--- src/rtl/instruction_encoder.sv ---
`default_nettype none
// ============================================================================
// Module      : instruction_encoder
// Description : Encodes RV32 instruction fields and an immediate into a
//               32-bit instruction word. One request stage (S1) feeds a
//               small output FIFO. Requests whose opcode or immediate
//               cannot be encoded produce a zero word flagged as an error.
// Revision    : 1.0 - initial release
// ============================================================================
module instruction_encoder #(
  parameter int OUT_DEPTH = 2
) (
  input  logic        clock,
  input  logic        reset_n,
  input  logic        flush,
  input  logic        in_valid,
  output logic        in_ready,
  input  logic [6:0]  in_opcode,
  input  logic [2:0]  in_funct3,
  input  logic [6:0]  in_funct7,
  input  logic [4:0]  in_rd,
  input  logic [4:0]  in_rs1,
  input  logic [4:0]  in_rs2,
  input  logic [31:0] in_imm,
  output logic        out_valid,
  input  logic        out_ready,
  output logic [31:0] out_inst,
  output logic        out_error,
  output logic [15:0] ok_count,
  output logic [15:0] err_count
);

  localparam int c_ptr_w = (OUT_DEPTH > 1) ? $clog2(OUT_DEPTH) : 1;
  localparam int c_cnt_w = $clog2(OUT_DEPTH) + 1;

  localparam logic [6:0] c_op_load     = 7'b0000011;
  localparam logic [6:0] c_op_load_fp  = 7'b0000111;
  localparam logic [6:0] c_op_op_imm   = 7'b0010011;
  localparam logic [6:0] c_op_auipc    = 7'b0010111;
  localparam logic [6:0] c_op_store    = 7'b0100011;
  localparam logic [6:0] c_op_store_fp = 7'b0100111;
  localparam logic [6:0] c_op_op       = 7'b0110011;
  localparam logic [6:0] c_op_lui      = 7'b0110111;
  localparam logic [6:0] c_op_branch   = 7'b1100011;
  localparam logic [6:0] c_op_jalr     = 7'b1100111;
  localparam logic [6:0] c_op_jal      = 7'b1101111;

  typedef enum logic [2:0] {
    FMT_I, FMT_S, FMT_B, FMT_U, FMT_J, FMT_R, FMT_BAD
  } fmt_t;

  // S1 request register
  logic        r_s1_valid;
  logic [6:0]  r_s1_op;
  logic [2:0]  r_s1_f3;
  logic [6:0]  r_s1_f7;
  logic [4:0]  r_s1_rd;
  logic [4:0]  r_s1_rs1;
  logic [4:0]  r_s1_rs2;
  logic [31:0] r_s1_imm;

  // Output FIFO
  logic [31:0]        r_mem_inst [OUT_DEPTH];
  logic               r_mem_err  [OUT_DEPTH];
  logic [c_ptr_w-1:0] r_wr_ptr;
  logic [c_ptr_w-1:0] r_rd_ptr;
  logic [c_cnt_w-1:0] r_count;

  fmt_t        w_fmt;
  logic [31:0] w_inst;
  logic        w_err;
  logic        w_pop;
  logic        w_push;
  logic        w_s1_move;
  logic        w_accept;
  logic        w_full;

  assign w_full    = (r_count == c_cnt_w'(OUT_DEPTH));
  assign out_valid = (r_count != '0);
  assign w_pop     = out_valid && out_ready;
  // S1 may drain into the FIFO when there is room, including room freed by a pop
  assign w_s1_move = r_s1_valid && (!w_full || w_pop);
  assign w_push    = w_s1_move && !flush;
  assign in_ready  = !r_s1_valid || w_s1_move;
  assign w_accept  = in_valid && in_ready;
  assign out_inst  = out_valid ? r_mem_inst[r_rd_ptr] : 32'h0;
  assign out_error = out_valid ? r_mem_err[r_rd_ptr]  : 1'b0;

  // Classify the S1 request by opcode into an encoding format
  always_comb begin
    w_fmt = FMT_BAD;
    case (r_s1_op)
      c_op_load, c_op_load_fp, c_op_op_imm, c_op_jalr: w_fmt = FMT_I;
      c_op_store, c_op_store_fp:                        w_fmt = FMT_S;
      c_op_branch:                                      w_fmt = FMT_B;
      c_op_lui, c_op_auipc:                             w_fmt = FMT_U;
      c_op_jal:                                         w_fmt = FMT_J;
      c_op_op:                                          w_fmt = FMT_R;
      default:                                          w_fmt = FMT_BAD;
    endcase
  end

  // Range-check the immediate and assemble the instruction word
  always_comb begin
    w_inst = 32'h0;
    w_err  = 1'b0;
    case (w_fmt)
      FMT_I: begin
        w_err  = !((&r_s1_imm[31:11]) || !(|r_s1_imm[31:11]));
        w_inst = {r_s1_imm[11:0], r_s1_rs1, r_s1_f3, r_s1_rd, r_s1_op};
      end
      FMT_S: begin
        w_err  = !((&r_s1_imm[31:11]) || !(|r_s1_imm[31:11]));
        w_inst = {r_s1_imm[11:5], r_s1_rs2, r_s1_rs1, r_s1_f3,
                  r_s1_imm[4:0], r_s1_op};
      end
      FMT_B: begin
        w_err  = !((&r_s1_imm[31:12]) || !(|r_s1_imm[31:12])) || r_s1_imm[0];
        w_inst = {r_s1_imm[12], r_s1_imm[10:5], r_s1_rs2, r_s1_rs1, r_s1_f3,
                  r_s1_imm[4:1], r_s1_imm[11], r_s1_op};
      end
      FMT_U: begin
        w_err  = (r_s1_imm[11:0] != 12'h0);
        w_inst = {r_s1_imm[31:12], r_s1_rd, r_s1_op};
      end
      FMT_J: begin
        w_err  = !((&r_s1_imm[31:20]) || !(|r_s1_imm[31:20])) || r_s1_imm[0];
        w_inst = {r_s1_imm[20], r_s1_imm[10:1], r_s1_imm[11], r_s1_imm[19:12],
                  r_s1_rd, r_s1_op};
      end
      FMT_R: begin
        w_inst = {r_s1_f7, r_s1_rs2, r_s1_rs1, r_s1_f3, r_s1_rd, r_s1_op};
      end
      default: w_err = 1'b1;
    endcase
    // Unencodable requests carry a zero word so consumers never see garbage
    if (w_err) begin
      w_inst = 32'h0;
    end
  end

  // Capture accepted requests into S1; release S1 when it drains to the FIFO
  always_ff @(posedge clock or negedge reset_n) begin
    if (!reset_n) begin
      r_s1_valid <= 1'b0;
      r_s1_op    <= '0;
      r_s1_f3    <= '0;
      r_s1_f7    <= '0;
      r_s1_rd    <= '0;
      r_s1_rs1   <= '0;
      r_s1_rs2   <= '0;
      r_s1_imm   <= '0;
    end else if (flush) begin
      r_s1_valid <= 1'b0;
    end else if (w_accept) begin
      r_s1_valid <= 1'b1;
      r_s1_op    <= in_opcode;
      r_s1_f3    <= in_funct3;
      r_s1_f7    <= in_funct7;
      r_s1_rd    <= in_rd;
      r_s1_rs1   <= in_rs1;
      r_s1_rs2   <= in_rs2;
      r_s1_imm   <= in_imm;
    end else if (w_s1_move) begin
      r_s1_valid <= 1'b0;
    end
  end

  // FIFO storage; contents are only observed through out_valid so no reset
  always_ff @(posedge clock) begin
    if (w_push) begin
      r_mem_inst[r_wr_ptr] <= w_inst;
      r_mem_err[r_wr_ptr]  <= w_err;
    end
  end

  // FIFO pointers and occupancy; a simultaneous push and pop leaves count alone
  always_ff @(posedge clock or negedge reset_n) begin
    if (!reset_n) begin
      r_wr_ptr <= '0;
      r_rd_ptr <= '0;
      r_count  <= '0;
    end else if (flush) begin
      r_wr_ptr <= '0;
      r_rd_ptr <= '0;
      r_count  <= '0;
    end else begin
      if (w_push) begin
        r_wr_ptr <= r_wr_ptr + c_ptr_w'(1);
      end
      if (w_pop) begin
        r_rd_ptr <= r_rd_ptr + c_ptr_w'(1);
      end
      if (w_push && !w_pop) begin
        r_count <= r_count + c_cnt_w'(1);
      end else if (w_pop && !w_push) begin
        r_count <= r_count - c_cnt_w'(1);
      end
    end
  end

  // Saturating tallies of popped good and error words; flush does not clear them
  always_ff @(posedge clock or negedge reset_n) begin
    if (!reset_n) begin
      ok_count  <= 16'h0;
      err_count <= 16'h0;
    end else if (w_pop && !flush) begin
      if (out_error) begin
        if (err_count != 16'hFFFF) begin
          err_count <= err_count + 16'h1;
        end
      end else begin
        if (ok_count != 16'hFFFF) begin
          ok_count <= ok_count + 16'h1;
        end
      end
    end
  end

endmodule
`default_nettype wire

--- config.mk ---
export PLATFORM = sky130hd
export DESIGN_NAME = instruction_encoder
export DESIGN_NICKNAME = d
export VERILOG_FILES = /design/src/rtl/instruction_encoder.sv
export SDC_FILE = /design/constraint.sdc
export NUM_CORES = 1
export LEC_CHECK = 0
export BUFFER_PORTS_ARGS = -buffer_cell sky130_fd_sc_hd__buf_2
export CAP_MARGIN = 10
export CORE_ASPECT_RATIO = 0.7
export CORE_MARGIN = 1
export CORE_UTILIZATION = 25
export DETAILED_ROUTE_END_ITERATION = 8
export HOLD_SLACK_MARGIN = 0.15
export PLACE_DENSITY_LB_ADDON = 0.05
export SYNTH_ARGS = -nofsm -noshare
export SYNTH_HDL_FRONTEND = slang
export SYNTH_SLANG_ARGS = --single-unit
--- constraint.sdc ---
create_clock -name clock -period 9.8 [get_ports clock]
set_input_delay 0 -clock clock [delete_from_list [all_inputs] [get_ports clock]]
set_output_delay 0 -clock clock [all_outputs]
set_load 0.01 [all_outputs]
==> metrics.txt, run 1 <==
status finished clean; antenna-violating nets left 0; Slew Limit Fails 0; share of power burned in registers between 40% and 50%; part of the power in the clock network 39.0%; Max Fclk 0.367 GHz; CP Launch Point r_s1_op[3]; Worst-Skew Late Latency 430 ps; Mapped Cells 597; io pins 136; kind of critical path reg2reg; die height 150 µm; initial antenna violation count 0; final wirelength 22200 µm; Worst R2R Setup Slack 7070 ps; DR vias 5488; initial core utilization 25.8%; Static Leak 0.00402 µW; Nets 867; Power Density 167 nW/µm²; pre-CTS setup slack 7110 ps; Hold Path Class in2async; Hold Vio Cnt, Final 0; minimum clock period 2730 ps; RR Startpoint r_s1_op[3]; DR pass1 iterations 4; Worst Path Required 9920 ps; global route overflow 0; FP Rows 53; WHS 145 ps; number of synthesized flops with an enable pin 66; slack of the critical path 7070 ps; n_diodes 0; CTS Hold Bufs 71; CTS Sinks 167; Setup-failing EPs final 0; utilization after layout 33.6%; Top FF cell, synth dfrtp_1; total track usage 14.3%; synth warn 0; CTS Buf Count 17; initial DRC count 335; share of layout cells above drive strength 1 between 20% and 30%; Setup crit end r_mem_inst[1][23]; htree depth 4; Comb power frac 12.0%; share of Yosys cell area claimed by the top area cell type 32.3%; reg2reg end r_mem_inst[1][23]; internal power 1270 µW; hpwl dp 15600 µm; post-cts sizing count 0; vias in the first global route 5519; Crit path depth 4; ys async rst share slightly above 60%; Synth Cell Area 7820 µm²; die width 213 µm; first-pass GRT wire length around 34000 µm; setup TNS 0 ps; Buffers on Ports between 100 and 150; critical path fanouts, max 14; commonest cells after routing, fill and taps aside buf_2, dfrtp_1, dlygate4sd3_1, edfxtp_1, nor2_1; Pwr Total 1710 µW; via-per-instance ratio approximately 4.5; WP data arrival 2850 ps; CP max stage cell a222oi_1; Placer Congestion 0.836; most common cell after layout, fill and taps aside buf_2; skew final 15.6 ps; Reg clk slew, reported paths about 60 ps; Psw 435 µW; Cell Chain, Critical Path and3b_1 > nand2_1 > a222oi_1 > a211oi_2; DRC Markers 0; Core ar. 30400 µm²; full die area 32000 µm²; Worst Path Buf+Inv 0; cell taking the most area after synthesis dfrtp_1; Layout area overhead 30.3%; worst vdd ir 0.0974 mV; crit-path max cell delay around 990 ps; post-synthesis cell type count 69; largest net degree at the start of global routing 70; MaxCap Viol Count 0; Root Driver clkbuf_16; Sw Share around 26%; average wire per standard cell 18.2 µm; Tcrit/Tclk final 27.8%; CTS tree done; slew margin rel. 24.0%; RSZ-0062 raised after global routing false; worst slew pin tran 1140 ps; cell family with most CP delay compound AO/OA/AOI/OAI gates; synth top area cells dfrtp_1, edfxtp_1, mux2_1, mux2i_1, a211oi_2; post-CTS setup buffer count 0; Startpoint Class flop; worst-case clock buffer depth 2; cells on worst reg2reg path 4; syn_area_per_cell 13.1 µm²; sequential element share of the synthesized area 57.6%; Synthesized Nets 668; register bit total from synthesis roughly 170; crit end category flop
==> state kept, by name, summed over array words and instances (netlist names) <==
signal / cells
r_mem_inst: 64
r_s1_imm: 32
err_count: 16
ok_count: 16
r_s1_f7: 7
r_s1_op: 7
r_s1_rd: 5
r_s1_rs1: 5
r_s1_rs2: 5
r_s1_f3: 3
r_count: 2
r_mem_err: 2
r_rd_ptr: 1
r_s1_valid: 1
r_wr_ptr: 1
==> worst min path at each step <==
stage / slack [ps] / start / depth (start not counted) / end
detailed placement: 70 / reset_n / 1 / r_s1_f3[1]
CTS: 160 / reset_n / 2 / r_s1_rs2[2]
floorplan: -300 / reset_n / 0 / err_count[0]
finish: 140 / reset_n / 2 / r_s1_f3[1]
global route: 190 / reset_n / 2 / r_s1_rs2[2]
global placement: 60 / reset_n / 1 / r_s1_f3[1]
==> cell families after synthesis <==
family | count (synthesis) | synth area share, %
XOR/XNOR | 31 | 3.47
flip-flops | 167 | 57.6
AND/OR/NAND/NOR | 156 | 10.9
adder cells (fa/ha/maj) | 3 | 0.448
AO/OA/AOI/OAI | 101 | 11.4
multiplexers | 95 | 13.2
buffers and inverters | 44 | 3.02
==> power by group through the flow <==
stage	sequential [µW]	combinational, µW	clock, µW
4_1_cts	837	207	691
5_1_grt	845	224	721
2_1_floorplan	820	124	0
3_3_place_gp	849	183	0
3_5_place_dp	851	184	0
6_report	836	205	665
==> synthesized netlist by cell type, types with 4 or more instances <==
cell type    n
a211oi_2    26
a21oi_1      6
a222oi_1     5
a22o_1       6
a22oi_1      6
a31oi_1      8
a32oi_1      9
and3_1       7
and4_1       8
buf_1        5
buf_2       17
buf_6        6
clkbuf_1     4
dfrtp_1    101
edfxtp_1    66
inv_1       10
mux2_1      35
mux2_2      26
mux2i_1     33
nand2_1     20
nand2b_1     4
nand3_1     13
nand4_1     11
nor2_1      56
nor3_1       5
nor4_1       6
o21ai_0     11
xnor2_1     15
xor2_1      16
==> final cells by class <==
cell class | count | area, µm²
Inverter | 10 | 37.5
Sequential cell | 167 | 4510
Multi-Input combinational cell | 386 | 3110
Clock inverter | 10 | 129
Fill cell | 3055 | 20200
Clock buffer | 22 | 444
Timing Repair Buffer | 214 | 1450
Tap cell | 412 | 515
==> per-layer routing <==
metal	GRT usage [%]	wire length [µm]
met4	3.61	160
met3	3.59	1010
met2	18.9	8990
met1	22.4	12100
met5	0	0
==> metrics by stage <==
stage | cells | area, µm²
final | 1221 | 10200
after global routing | 1221 | 10200
after CTS | 1221 | 10200
after detailed placement | 1118 | 8910
after global placement | 1118 | 8910
after floorplan | 597 | 7820
(Power assumes the default switching activity.)
==> inputs of run 2 (changes only) <==
==> constraint.sdc (replaced) <==
create_clock -name clock -period 2.7 [get_ports clock]
set_input_delay 0 -clock clock [delete_from_list [all_inputs] [get_ports clock]]
set_output_delay 0 -clock clock [all_outputs]
set_load 0.01 [all_outputs]
==> run 2 against run 1 <==
  * Routed wire length rose by 0.79%
  * Via count rose by 1.9%
  * Clock skew fell by 2.2 ps
  * Flip-flop and latch count did not move
  * Maximum frequency rose by 13%
  * Register-to-register slack got worse by 6800 ps
  * Utilization rose by 0.69 points
  * Design area rose by 2.0%
  * Power rose to 3.6 times the previous value
  * Clock-buffer cell count did not move
  * Critical path type unchanged
  * Critical endpoint is now r_s1_valid
  * Highest routed layer unchanged
==> metrics.txt, run 2 (synthesized netlist as in run 1, its figures left out) <==
htree depth 4 (unchanged); RSZ-0062 raised after global routing false (unchanged); Slew Limit Fails 0 (unchanged); crit end category flop (unchanged); first-pass GRT wire length 33900 µm (was 33700 µm); antenna-violating nets left 0 (unchanged); DRC Markers 0 (unchanged); total track usage 14.5% (was 14.3%); cells on worst reg2reg path 6 (was 4); Worst-Skew Late Latency 440 ps (was 430 ps); CP Launch Point r_count[0] (was r_s1_op[3]); commonest cells after routing, fill and taps aside buf_2, dfrtp_1, dlygate4sd3_1, edfxtp_1, nor2_1 (unchanged); post-CTS setup buffer count 0 (unchanged); max reg flops 64 (unchanged); io pins 136 (unchanged); CTS Hold Bufs 77 (was 71); Startpoint Class flop (unchanged); vias in the first global route 5517 (was 5519); FP Rows 53 (unchanged); Max Fclk 0.414 GHz (was 0.367 GHz); via-per-instance ratio 4.52 (was 4.49); status finished clean (unchanged); Setup-failing EPs final 0 (unchanged); DR vias 5595 (was 5488); WP data arrival 2780 ps (was 2850 ps); hpwl dp 15800 µm (was 15600 µm); Hold Path Class in2async (unchanged); kind of critical path reg2reg (unchanged); MaxCap Viol Count 0 (unchanged); die width 213 µm (unchanged); critical path fanouts, max 7 (was 14); Reg clk slew, reported paths 70 ps (was 60 ps); n_diodes 0 (unchanged); average wire per standard cell 18.1 µm (was 18.2 µm); Placer Congestion 0.816 (was 0.836); minimum clock period 2420 ps (was 2730 ps); initial DRC count 305 (was 335); global route overflow 0 (unchanged); setup TNS 0 ps (unchanged); Layout area overhead 33.0% (was 30.3%); WHS 221 ps (was 145 ps); largest net degree at the start of global routing 63 (was 70); Hold Vio Cnt, Final 0 (unchanged); RR Startpoint r_count[0] (was r_s1_op[3]); Largest Register r_mem_inst (unchanged); skew final 13.4 ps (was 15.6 ps); Static Leak 0.00412 µW (was 0.00402 µW); worst slew pin tran 854 ps (was 1140 ps); Regs by FF count r_mem_inst: 64 flops, r_s1_imm: 32 flops (unchanged); worst vdd ir 0.330 mV (was 0.0974 mV); final wirelength 22400 µm (was 22200 µm); die height 150 µm (unchanged); Root Driver clkbuf_16 (unchanged); full die area 32000 µm² (unchanged); CTS Sinks 167 (unchanged); slew margin rel. 43.1% (was 24.0%); Buffers on Ports 135 (unchanged); Nets 885 (was 867); Power Density 591 nW/µm² (was 167 nW/µm²); CTS tree done (unchanged); DR pass1 iterations 4 (unchanged); # fillers 3077 (was 3055); Tcrit/Tclk final 89.5% (was 27.8%); Worst Path Required 3070 ps (was 9920 ps); share of layout cells above drive strength 1 30.8% (was 29.3%); most common cell after layout, fill and taps aside buf_2 (unchanged); CTS Buf Count 17 (unchanged); post-cts sizing count 0 (unchanged); initial core utilization 25.8% (unchanged); initial antenna violation count 0 (unchanged); worst-case clock buffer depth 2 (unchanged); Core ar. 30400 µm² (unchanged)
-- run 2: changes by cell type in the layout (fill, tap and decap cells not counted), moves of 2 or more --
cell	change
clkinv_1	-3
clkinv_4	+2
dlygate4sd3_1	+6
clkbuf_1	-3
clkinvlp_4	+2
bufinv_16	-3
clkbuf_8	+2
buf_4	+7
buf_12	+5
-- run 2: area by class of cell --
type	instances	area (µm²)	area share, %
Tap cell	412	515	4.95
Sequential cell	167	4510	43.4
Clock buffer	22	485	4.67
Multi-Input combinational cell	386	3120	30.0
Timing Repair Buffer	232	1660	16.0
Clock inverter	10	71.3	0.686
Inverter	10	37.5	0.361
-- run 2: critical path, stage by stage, from the launching register on --
cell           delay, ps
dfrtp_1              430
nand2b_1             180
nor3b_1              490
nor2_1                70
dlygate4sd3_1        570
nor2_1                70
dlygate4sd3_1        540
-- run 2: worst paths after layout --
check	to	slack (ps)
setup / recovery	r_s1_valid	280
max in group asynchronous	r_rd_ptr	1720
min in group clock	r_s1_rd[2]	300
hold reg to reg	err_count[10]	480
setup reg to reg	r_s1_valid	280
hold / removal	r_s1_imm[19]	220
-- run 2: metrics by stage --
stage	area [µm²]	power, µW	cells	setup WS, ps	utilization, %
final	10400	6150	1239	284	34.3
after floorplan	7830	3430	597	189	-
after CTS	10400	6250	1239	254	34.3
after global placement	9080	3790	1130	549	29.9
after global routing	10400	6460	1239	103	34.3
after detailed placement	9080	3800	1130	493	29.9
-- run 2: routing by layer --
layer / part of all wire [%] / global-route usage (%) / vias up
met3: 5.2 / 4.70 / 9
met2: 41 / 19.3 / 112
met4: 0.67 / 3.11 / 0
met5: 0 / 0 / -
met1: 53 / 22.2 / 2783
li1: - / - / 2691
-- run 2: power breakdown --
group	switching (µW)	internal, µW	leakage [µW]
combinational	415	398	0.00205
sequential	202	2820	0.00180
clock	1030	1280	0.000272
total	1650	4500	0.00412
==> inputs of run 3 (changes only) <==
--- a/config.mk
+++ b/config.mk
@@ -11,6 +11,7 @@
 export CORE_MARGIN = 1
 export CORE_UTILIZATION = 25
 export DETAILED_ROUTE_END_ITERATION = 8
+export GPL_TIMING_DRIVEN = 0
 export HOLD_SLACK_MARGIN = 0.15
 export PLACE_DENSITY_LB_ADDON = 0.05
 export SYNTH_ARGS = -nofsm -noshare
==> run 3 against run 2 <==
  * Cell count increased by 0.89%
  * Register-to-register slack got worse by 70 ps
  * Die area unchanged
  * Sequential share of layout area increased by 0.055 points
  * Worst setup slack got worse by 67 ps
  * Sequential power about the same
  * Critical path depth increased by 1
  * Clock power decreased by 2%
  * Critical endpoint is now r_mem_inst[1][13]
  * Power decreased by 1.4%
==> metrics.txt, run 3 (synthesized netlist as in run 1, its figures left out) <==
hpwl dp 17200 µm (was 15800 µm); die width 213 µm (unchanged); met3 wire length 800 µm (was 1170 µm); CTS Buf Count 17 (unchanged); Slew Limit Fails 0 (unchanged); Max Fclk 0.403 GHz (was 0.414 GHz); share of layout cells above drive strength 1 31.3% (was 30.8%); minimum clock period 2480 ps (was 2420 ps); Root Driver clkbuf_16 (unchanged); Static Leak 0.00413 µW (was 0.00412 µW); initial DRC count 323 (was 305); crit end category flop (unchanged); DRT met1 WL 12200 µm (was 12000 µm); Top Layer Used met4 (unchanged); Power Density 583 nW/µm² (was 591 nW/µm²); DR pass1 iterations 7 (was 4); design area 10400 µm² (about the same); initial antenna violation count 0 (unchanged); Worst-Skew Late Latency 430 ps (was 440 ps); die height 150 µm (unchanged); RSZ-0062 raised after global routing false (unchanged); placed cell areas 9150 µm² (was 9080 µm²); Nets 896 (was 885); global route overflow 0 (unchanged); max reg flops 64 (unchanged); via-per-instance ratio 4.52 (about the same); CTS Sinks 167 (unchanged); final wirelength 22700 µm (was 22400 µm); post-CTS setup buffer count 0 (unchanged); DR vias 5648 (was 5595); Core ar. 30400 µm² (unchanged); critical path fanouts, max 10 (was 7); average wire per standard cell 18.1 µm (about the same); Tcrit/Tclk final 92.0% (was 89.5%); Buffers on Ports 134 (was 135); worst slew pin tran 980 ps (was 854 ps); skew final 9.60 ps (was 13.4 ps); worst vdd ir 0.335 mV (was 0.330 mV); largest net degree at the start of global routing 54 (was 63); vias in the first global route 5846 (was 5517); Hold Vio Cnt, Final 0 (unchanged); Reg clk slew, reported paths 60 ps (was 70 ps); first-pass GRT wire length 34900 µm (was 33900 µm); commonest cells after routing, fill and taps aside buf_2, dfrtp_1, dlygate4sd3_1, edfxtp_1, nor2_1 (unchanged); total track usage 14.9% (was 14.5%); worst-case clock buffer depth 2 (unchanged); Pwr Total 6060 µW (was 6150 µW); WP data arrival 2720 ps (was 2780 ps); Setup-failing EPs final 0 (unchanged); antenna-violating nets left 0 (unchanged); CTS tree done (unchanged); FP Rows 53 (unchanged); n_diodes 0 (unchanged); slew margin rel. 34.2% (was 43.1%); Worst R2R Setup Slack 220 ps (was 280 ps); kind of critical path reg2reg (unchanged); io pins 136 (unchanged); met2 routed WL 9510 µm (was 9130 µm); Placer Congestion 0.780 (was 0.816); Layout area overhead 32.8% (was 33.0%); setup TNS 0 ps (unchanged); Worst Path Required 2930 ps (was 3070 ps); initial core utilization 25.8% (unchanged); Regs by FF count r_mem_inst: 64 flops, r_s1_imm: 32 flops (unchanged); DRC Markers 0 (unchanged); htree depth 4 (unchanged); most common cell after layout, fill and taps aside buf_2 (unchanged); Hold Path Class in2async (unchanged); full die area 32000 µm² (unchanged); status finished clean (unchanged); Startpoint Class flop (unchanged); MaxCap Viol Count 0 (unchanged); utilization after layout 34.2% (was 34.3%); Largest Register r_mem_inst (unchanged)
[run 3: worst max-delay path, stage by stage (launching register included)]
cell and delay, ps:
dfrtp_1 360, buf_2 160, buf_2 180, nor3b_1 180
a31oi_1 60, nor3_1 760, a32oi_1 280, a211oi_2 320
[run 3: path summary, 6_finish.rpt]
check | cells past startpoint | startpoint | endpoint
worst max-delay path | 7 | r_s1_op[6] | r_mem_inst[1][13]
min in group clock | 3 | in_rs2[4] | r_s1_rs2[4]
worst max register to register | 7 | r_s1_op[6] | r_mem_inst[1][13]
max in group asynchronous | 3 | reset_n | ok_count[15]
worst min register to register | 1 | err_count[10] | err_count[10]
worst min-delay path | 2 | reset_n | r_s1_imm[15]
[run 3: layout make-up]
cell class                 instances  area [µm²]
inverter                          10        37.5
sequential                       167        4510
clock buffer                      18         429
buffer                            34         199
multi-input combinational        386        3100
clock inverter                    14         111
tap                              412         515
fill                            3078       20000
timing repair buffer             209        1490
[run 3: what timing repair did]
item / in CTS / in global routing
hold buffers: 70 / 0
gates resized for setup: 0 / 0
hold endpoints to repair: 127 / 0
[run 3: layer usage]
metal / vias to the layer above / GRT usage (%)
met2: 107 / 20.5
met4: 0 / 4.07
met5: - / 0
met3: 9 / 2.98
li1: 2711 / -
met1: 2821 / 23.0
[run 3: report_power, final]
group / switching (µW) / internal, µW
registers: 170 / 2820
logic: 430 / 373
clock network: 1010 / 1250
total: 1610 / 4450
[run 3: metrics by stage]
| step | setup slack (ps) | cells | hold WS [ps] |
|---|---|---|---|
| 2_1_floorplan | 189 | 597 | -296 |
| 3_3_place_gp | -872 | 1143 | 217 |
| 3_5_place_dp | 280 | 1148 | 116 |
| 4_1_cts | 257 | 1250 | 191 |
| 5_1_grt | 97.0 | 1250 | 247 |
| 6_report | 217 | 1250 | 189 |
